[src/rtl/mem_arb_pkg.sv]
// Shared types and constants for the two-port memory arbiter.
package mem_arb_pkg;
  localparam int LINE_W = 128;
  localparam int ADDR_W = 28;

  typedef enum logic [1:0] {
    IDLE    = 2'd0,
    SERVE_I = 2'd1,
    SERVE_D = 2'd2
  } state_t;

  localparam logic REQ_I = 1'b0;
  localparam logic REQ_D = 1'b1;
endpackage

[src/rtl/arb_pick2.sv]
// Two-way winner select: write-back lock, then fixed priority, then round-robin.
module arb_pick2
  import mem_arb_pkg::*;
#(
  parameter bit FIXED_PRIO = 1'b0
) (
  input  logic req_i,
  input  logic req_d,
  input  logic rr_last,
  input  logic wb_lock,
  output logic any_req,
  output logic winner
);

  always_comb begin
    any_req = req_i | req_d;
    winner  = REQ_I;
    if (req_i && req_d) begin
      if (wb_lock || FIXED_PRIO) winner = REQ_D;
      else                       winner = (rr_last == REQ_I) ? REQ_D : REQ_I;
    end else if (req_d) begin
      winner = REQ_D;
    end
  end

endmodule

[src/rtl/mem_arbiter.sv]
// Shares one slow line-memory port between I-cache and D-cache, one transaction per grant.
module mem_arbiter
  import mem_arb_pkg::*;
#(
  parameter bit FIXED_PRIO = 1'b0,
  parameter bit LOCK_WB    = 1'b1
) (
  input  logic              clk,
  input  logic              rst_n,
  input  logic              i_read,
  input  logic              i_write,
  input  logic [ADDR_W-1:0] i_addr,
  input  logic [LINE_W-1:0] i_wdata,
  output logic [LINE_W-1:0] i_rdata,
  output logic              i_ready,
  input  logic              d_read,
  input  logic              d_write,
  input  logic [ADDR_W-1:0] d_addr,
  input  logic [LINE_W-1:0] d_wdata,
  output logic [LINE_W-1:0] d_rdata,
  output logic              d_ready,
  output logic              mem_read,
  output logic              mem_write,
  output logic [ADDR_W-1:0] mem_addr,
  output logic [LINE_W-1:0] mem_wdata,
  input  logic [LINE_W-1:0] mem_rdata,
  input  logic              mem_ready
);

  state_t state, state_next;
  logic   rr_last, wb_lock;
  logic   any_req, winner;
  logic   grant, done;

  arb_pick2 #(.FIXED_PRIO(FIXED_PRIO)) u_pick (
    .req_i   (i_read | i_write),
    .req_d   (d_read | d_write),
    .rr_last (rr_last),
    .wb_lock (wb_lock),
    .any_req (any_req),
    .winner  (winner)
  );

  assign i_rdata = mem_rdata;
  assign d_rdata = mem_rdata;

  always_ff @(posedge clk or negedge rst_n) begin
    if (!rst_n) state <= IDLE;
    else        state <= state_next;
  end

  always_comb begin
    state_next = state;
    grant      = 1'b0;
    done       = 1'b0;
    i_ready    = 1'b0;
    d_ready    = 1'b0;
    case (state)
      IDLE: begin
        if (any_req) begin
          grant      = 1'b1;
          state_next = (winner == REQ_D) ? SERVE_D : SERVE_I;
        end
      end
      SERVE_I: begin
        if (mem_ready) begin
          i_ready    = 1'b1;
          done       = 1'b1;
          state_next = IDLE;
        end
      end
      SERVE_D: begin
        if (mem_ready) begin
          d_ready    = 1'b1;
          done       = 1'b1;
          state_next = IDLE;
        end
      end
      default: state_next = IDLE;
    endcase
  end

  // Write wins over read when a requester raises both.
  always_ff @(posedge clk or negedge rst_n) begin
    if (!rst_n) begin
      mem_read  <= 1'b0;
      mem_write <= 1'b0;
      mem_addr  <= '0;
      mem_wdata <= '0;
      rr_last   <= REQ_I;
      wb_lock   <= 1'b0;
    end else if (grant) begin
      if (winner == REQ_D) begin
        mem_addr  <= d_addr;
        mem_wdata <= d_wdata;
        mem_write <= d_write;
        mem_read  <= d_read & ~d_write;
      end else begin
        mem_addr  <= i_addr;
        mem_wdata <= i_wdata;
        mem_write <= i_write;
        mem_read  <= i_read & ~i_write;
      end
    end else if (done) begin
      mem_read  <= 1'b0;
      mem_write <= 1'b0;
      rr_last   <= (state == SERVE_D) ? REQ_D : REQ_I;
      // mem_write still holds the latched command on the completing edge.
      wb_lock   <= LOCK_WB && (state == SERVE_D) && mem_write;
    end
  end

endmodule

[config.mk]
export PLATFORM = sky130hd
export DESIGN_NAME = mem_arbiter
export DESIGN_NICKNAME = d
export VERILOG_FILES = /design/src/rtl/mem_arb_pkg.sv /design/src/rtl/arb_pick2.sv /design/src/rtl/mem_arbiter.sv
export SDC_FILE = /design/constraint.sdc
export NUM_CORES = 1
export LEC_CHECK = 0
export BUFFER_PORTS_ARGS = -buffer_cell sky130_fd_sc_hd__buf_2
export CAP_MARGIN = 15
export CORE_AREA = 2 2 337 339
export CTS_CLUSTER_DIAMETER = 60
export DETAILED_ROUTE_END_ITERATION = 10
export DIE_AREA = 0 0 339 341
export MAX_ROUTING_LAYER = met4
export SYNTH_ARGS = -nofsm -noshare
export SYNTH_HDL_FRONTEND = slang
export SYNTH_HIERARCHICAL = 1
export SYNTH_SLANG_ARGS = --single-unit
[constraint.sdc]
create_clock -name clk -period 3.95 [get_ports clk]
set_clock_uncertainty 0.15 [all_clocks]
set_input_delay 0.79 -clock clk [delete_from_list [all_inputs] [get_ports clk]]
set_output_delay 0.79 -clock clk [all_outputs]
set_load 0.1 [all_outputs]
Word level (Yosys, flattened, before mapping)
Cells that the tools add are included.
{ "totals": {"wordCells": 48, "output_inout_bits": 416, "inputBits": 447, "regBits": 162} }
{ "op_classes": {"eq_ne": 4, "muxes": 22, "n_bitwise": 8, "reduce_logical": 7} }
{ "ops": {"columns": ["operator", "n"], "rows": [
  ["$mux W128", 1],
  ["$mux W28", 1],
  ["$mux W1", 16],
  ["$mux W2", 3],
  ["$pmux W2 S2", 1],
  ["$reduce_and A2 Y1", 2],
  ["$not A1 Y1", 3],
  ["$or A1 B1 Y1", 3],
  ["$and A1 B1 Y1", 2],
  ["$eq A2 B1 Y1 const B", 1],
  ["$eq A2 B2 Y1 const B", 1],
  ["$logic_and A1 B1 Y1", 2],
  ["$logic_not A2 Y1", 1],
  ["$ne A2 B1 Y1 const B", 1],
  ["$ne A2 B2 Y1 const B", 1],
  ["$reduce_bool A2 Y1", 1],
  ["$reduce_or A2 Y1", 1]
]} }

Longest topological paths before layout
{ "logic_depth": {"ltp_word": 6, "depth_mapped": 8} }

Hierarchy
Netlist, hierarchy kept.
{ "modules_own_cells": {"columns": ["module", "cells_per_inst", "area_per_inst_um2", "n_inst"], "rows": [
  ["mem_arbiter", 972, 9643.0, 1],
  ["arb_pick2", 4, 20.0, 1]
]} }

Worst setup path before layout
Ideal clock, no wire load.
{ "synth_path": {"path_kind": "input-to-output", "from": "input port mem_ready", "to": "output port i_ready", "cell_stages": 1, "arrival_ns": 1.527, "path_slack_ns": 1.483, "path_cell_list": "and2_1"} }
{ "synth_between": {"elab_chain_cells": 2} }
{ "synth_lines": {"columns": ["item", "line_no", "source"], "rows": [
  ["from (decl)", "mem_arbiter.sv:27", "input logic mem_ready"],
  ["$mux W1", "mem_arbiter.sv:66", "if (mem_ready) begin"],
  ["$mux W1", "mem_arbiter.sv:58", "case (state)"],
  ["to (decl)", "mem_arbiter.sv:15", "output logic i_ready,"]
]} }
No other way between the ends.

Final worst setup path
{ "layout_path": {"from": "register state[0]", "to": "output port d_ready"} }
{ "layout_between": {"elab_chain_cells": 2} }
{ "layout_lines": {"columns": ["item", "line_no", "source"], "rows": [
  ["from (decl)", "mem_arbiter.sv:30", "state_t state, state_next;"],
  ["from (signal assigned)", "mem_arbiter.sv:49", "else state <= state_next;"],
  ["$eq A2 B2 Y1", "mem_arbiter.sv:58", null],
  ["$mux W1", "mem_arbiter.sv:58", null],
  ["to (decl)", "mem_arbiter.sv:21", "output logic d_ready,"]
]} }
No other way between the ends.

==> impl_metrics.tcl <==
set metrics [dict create \
    grt_start_max_net_pins 119 \
    rsz0062_at_grt "no" \
    grt_pass1_wl_mm 63.05 \
    synth_nets 1426 \
    cts_root_buf "clkbuf_16" \
    final_nets 1625 \
    first_pass_iters 4 \
    final_area_mm2 0.01224 \
    synth_seq_cells 162 \
    cts.clk_slew.worst_paths_ns 0.07 \
    synth_edf_count 0 \
    synth_common_cells "buf_4 (264), dfrtp_1 (162), nand2_1 (160)" \
    relSlewSlack_pct 45.63 \
    die_height_um 341 \
    fp.dieW_um 339 \
    wire_per_inst_um 18.16 \
    antenna_left 0 \
    worstMarginPinSlew_ns 0.8212 \
    clk_latency_ns 0.50 \
    endpoint_kind "output port" \
    initial_core_util_pct 8.637 \
    ys_seq_area_share_pct 41.95 \
    status "finished, final reports clean" \
    drv_slew 0 \
    vias 7159 \
    fin_setup_tns_ns 0 \
    avgSynthCellArea_um2 9.901 \
    synthToLayoutAreaGrowth_pct 26.71 \
    cp_data_required_time_ns 3.01 \
    synth_area_leader_cell "dfrtp_1" \
    io_buffers 478 \
    clock-sinks 162 \
    rr_worst_depth 5 \
    startpoint_type "flip-flop" \
    overflow 0 \
    synthFlopType "dfrtp_1" \
    cts_tree "done" \
    core-area_mm2 0.1119 \
    yosysMostFrequentCell "buf_4" \
    drv_cap 0 \
    r2r_slack_ns 1.78 \
    grt_pass1_vias 7227 \
    via_per_inst 2.662 \
    synthDistinctLibCells 27 \
    postCtsSetupBuffers 0 \
    ys_warn_count 6 \
    worstReg2RegEnd "mem_wdata[107]" \
    drtIter0Drc 297 \
    rows 123 \
    hold_violations 0 \
    place_congestion 0.8051 \
    holdCritPathClass "in2async" \
    numCtsBuffers 17 \
    r2r-start "rr_last" \
    track_usage_pct 8.614 \
    hpwlAfterDp_mm 42.06 \
    final_cells 2689 \
    synth_top_area_share_pct 41.95 \
    finalSetupViolCount 0 \
    clockBufferDepth 2 \
    antenna_found_initial 13 \
    crit_arrival_ns 2.00 \
    post_cts_resized 0 \
    dieArea_mm2 0.1156 \
    syn_area_mm2 0.009663 \
    hold_buffers 0 \
    synthArstFlopShare_pct 100.0 \
    drive_above_1_share_pct 44.19 \
    final_core_util_pct 10.94 \
    synthTopCellsByArea "dfrtp_1 (42%), buf_4 (21%), mux2i_1 (16%)" \
    path_class "reg2out" \
    fmax_ghz 0.3401 \
    dp_cells 2656 \
    path_max_fanout 3 \
    placedInstanceArea_mm2 0.01167 \
    drt-total-wl_mm 48.82 \
    num_io_pins 863 \
    synthCells 976 \
    timing.final.crit_share_pct 74.44 \
    htree_levels 4 \
    drc 0 \
    fin_crit_ns 2.940 \
]
-- per-stage QoR --
| stage | hold slack [ns] | worst slack, ns |
|---|---|---|
| floorplan | 0.3085 | 1.483 |
| global placement | 0.3144 | 1.041 |
| detailed placement | 0.3206 | 0.9450 |
| CTS | 0.1705 | 0.9231 |
| global route | 0.2127 | 0.8629 |
| finish | 0.1828 | 1.010 |
-- sequential cells by signal, indices dropped and copies added, names as in the netlist --
register	count
rr_last	1
mem_read	1
mem_addr	28
wb_lock	1
mem_write	1
mem_wdata	128
state	2
-- kinds of logic (layout without fill, tap and decap cells) --
kind of cell | count (synthesis) | count (layout) | synth area share [%]
AO/OA/AOI/OAI | 166 | 166 | 8.766
adder cells (fa/ha/maj) | 3 | 3 | 0.3885
buffers and inverters | 314 | 526 | 25.56
flip-flops | 162 | 162 | 41.95
multiplexers | 158 | 158 | 16.38
other | 0 | 1 | 0
AND/OR/NAND/NOR | 173 | 173 | 6.953
-- routing by layer --
metal | vias to the layer above | part of all wire [%] | GRT usage (%) | wire, um
met2 | 525 | 41 | 11.76 | 20060
met3 | 141 | 13 | 5.403 | 6314
met1 | 3109 | 42 | 9.662 | 20520
li1 | 3384 | - | - | -
met5 | - | 0 | - | 0
met4 | 0 | 3.9 | 4.269 | 1924
-- placed cells by master, fill, tap and decap left out, types with 2 or more instances in the layout --
cell type   synthesis  layout
mux2i_1           157     157
clkbuf_16           0      17
dfrtp_1           162     162
nor2_1              3       3
ha_1                3       3
o21ai_1           158     158
inv_6               0       7
buf_12             11       6
buf_2               7     477
clkinvlp_4          0       4
buf_4             264       5
and2_1              3       3
nand3_1             2       2
inv_1               5       5
nand2_1           160     159
or2_2               2       2
-- worst max path at each step --
stage / start / to / depth (start not counted)
floorplan: mem_ready / i_ready / 1
global placement: i_write / mem_wdata[111] / 7
detailed placement: i_write / mem_wdata[99] / 7
CTS: state[0] / d_ready / 4
global route: state[0] / d_ready / 4
finish: state[0] / d_ready / 4
-- cell type report --
| cell class | instances | area, um^2 |
|---|---|---|
| antenna | 1 | 2.502 |
| clock buffer | 17 | 425.4 |
| clock inverter | 15 | 146.4 |
| fill | 12980 | 99640 |
| inverter | 5 | 18.77 |
| multi-input combinational | 500 | 3162 |
| sequential | 162 | 4054 |
| tap | 1500 | 1877 |
| timing repair buffer | 489 | 2559 |
-- critical path, stage by stage (launching register included) --
cell and delay (ns):
dfrtp_1 0.40, inv_1 0.11, ha_1 0.21, and2_1 0.13, buf_2 0.62
Power is left out: the tool's default activity adds up to more than one toggle a clock period on the data nets, which glitch-free logic cannot reach.
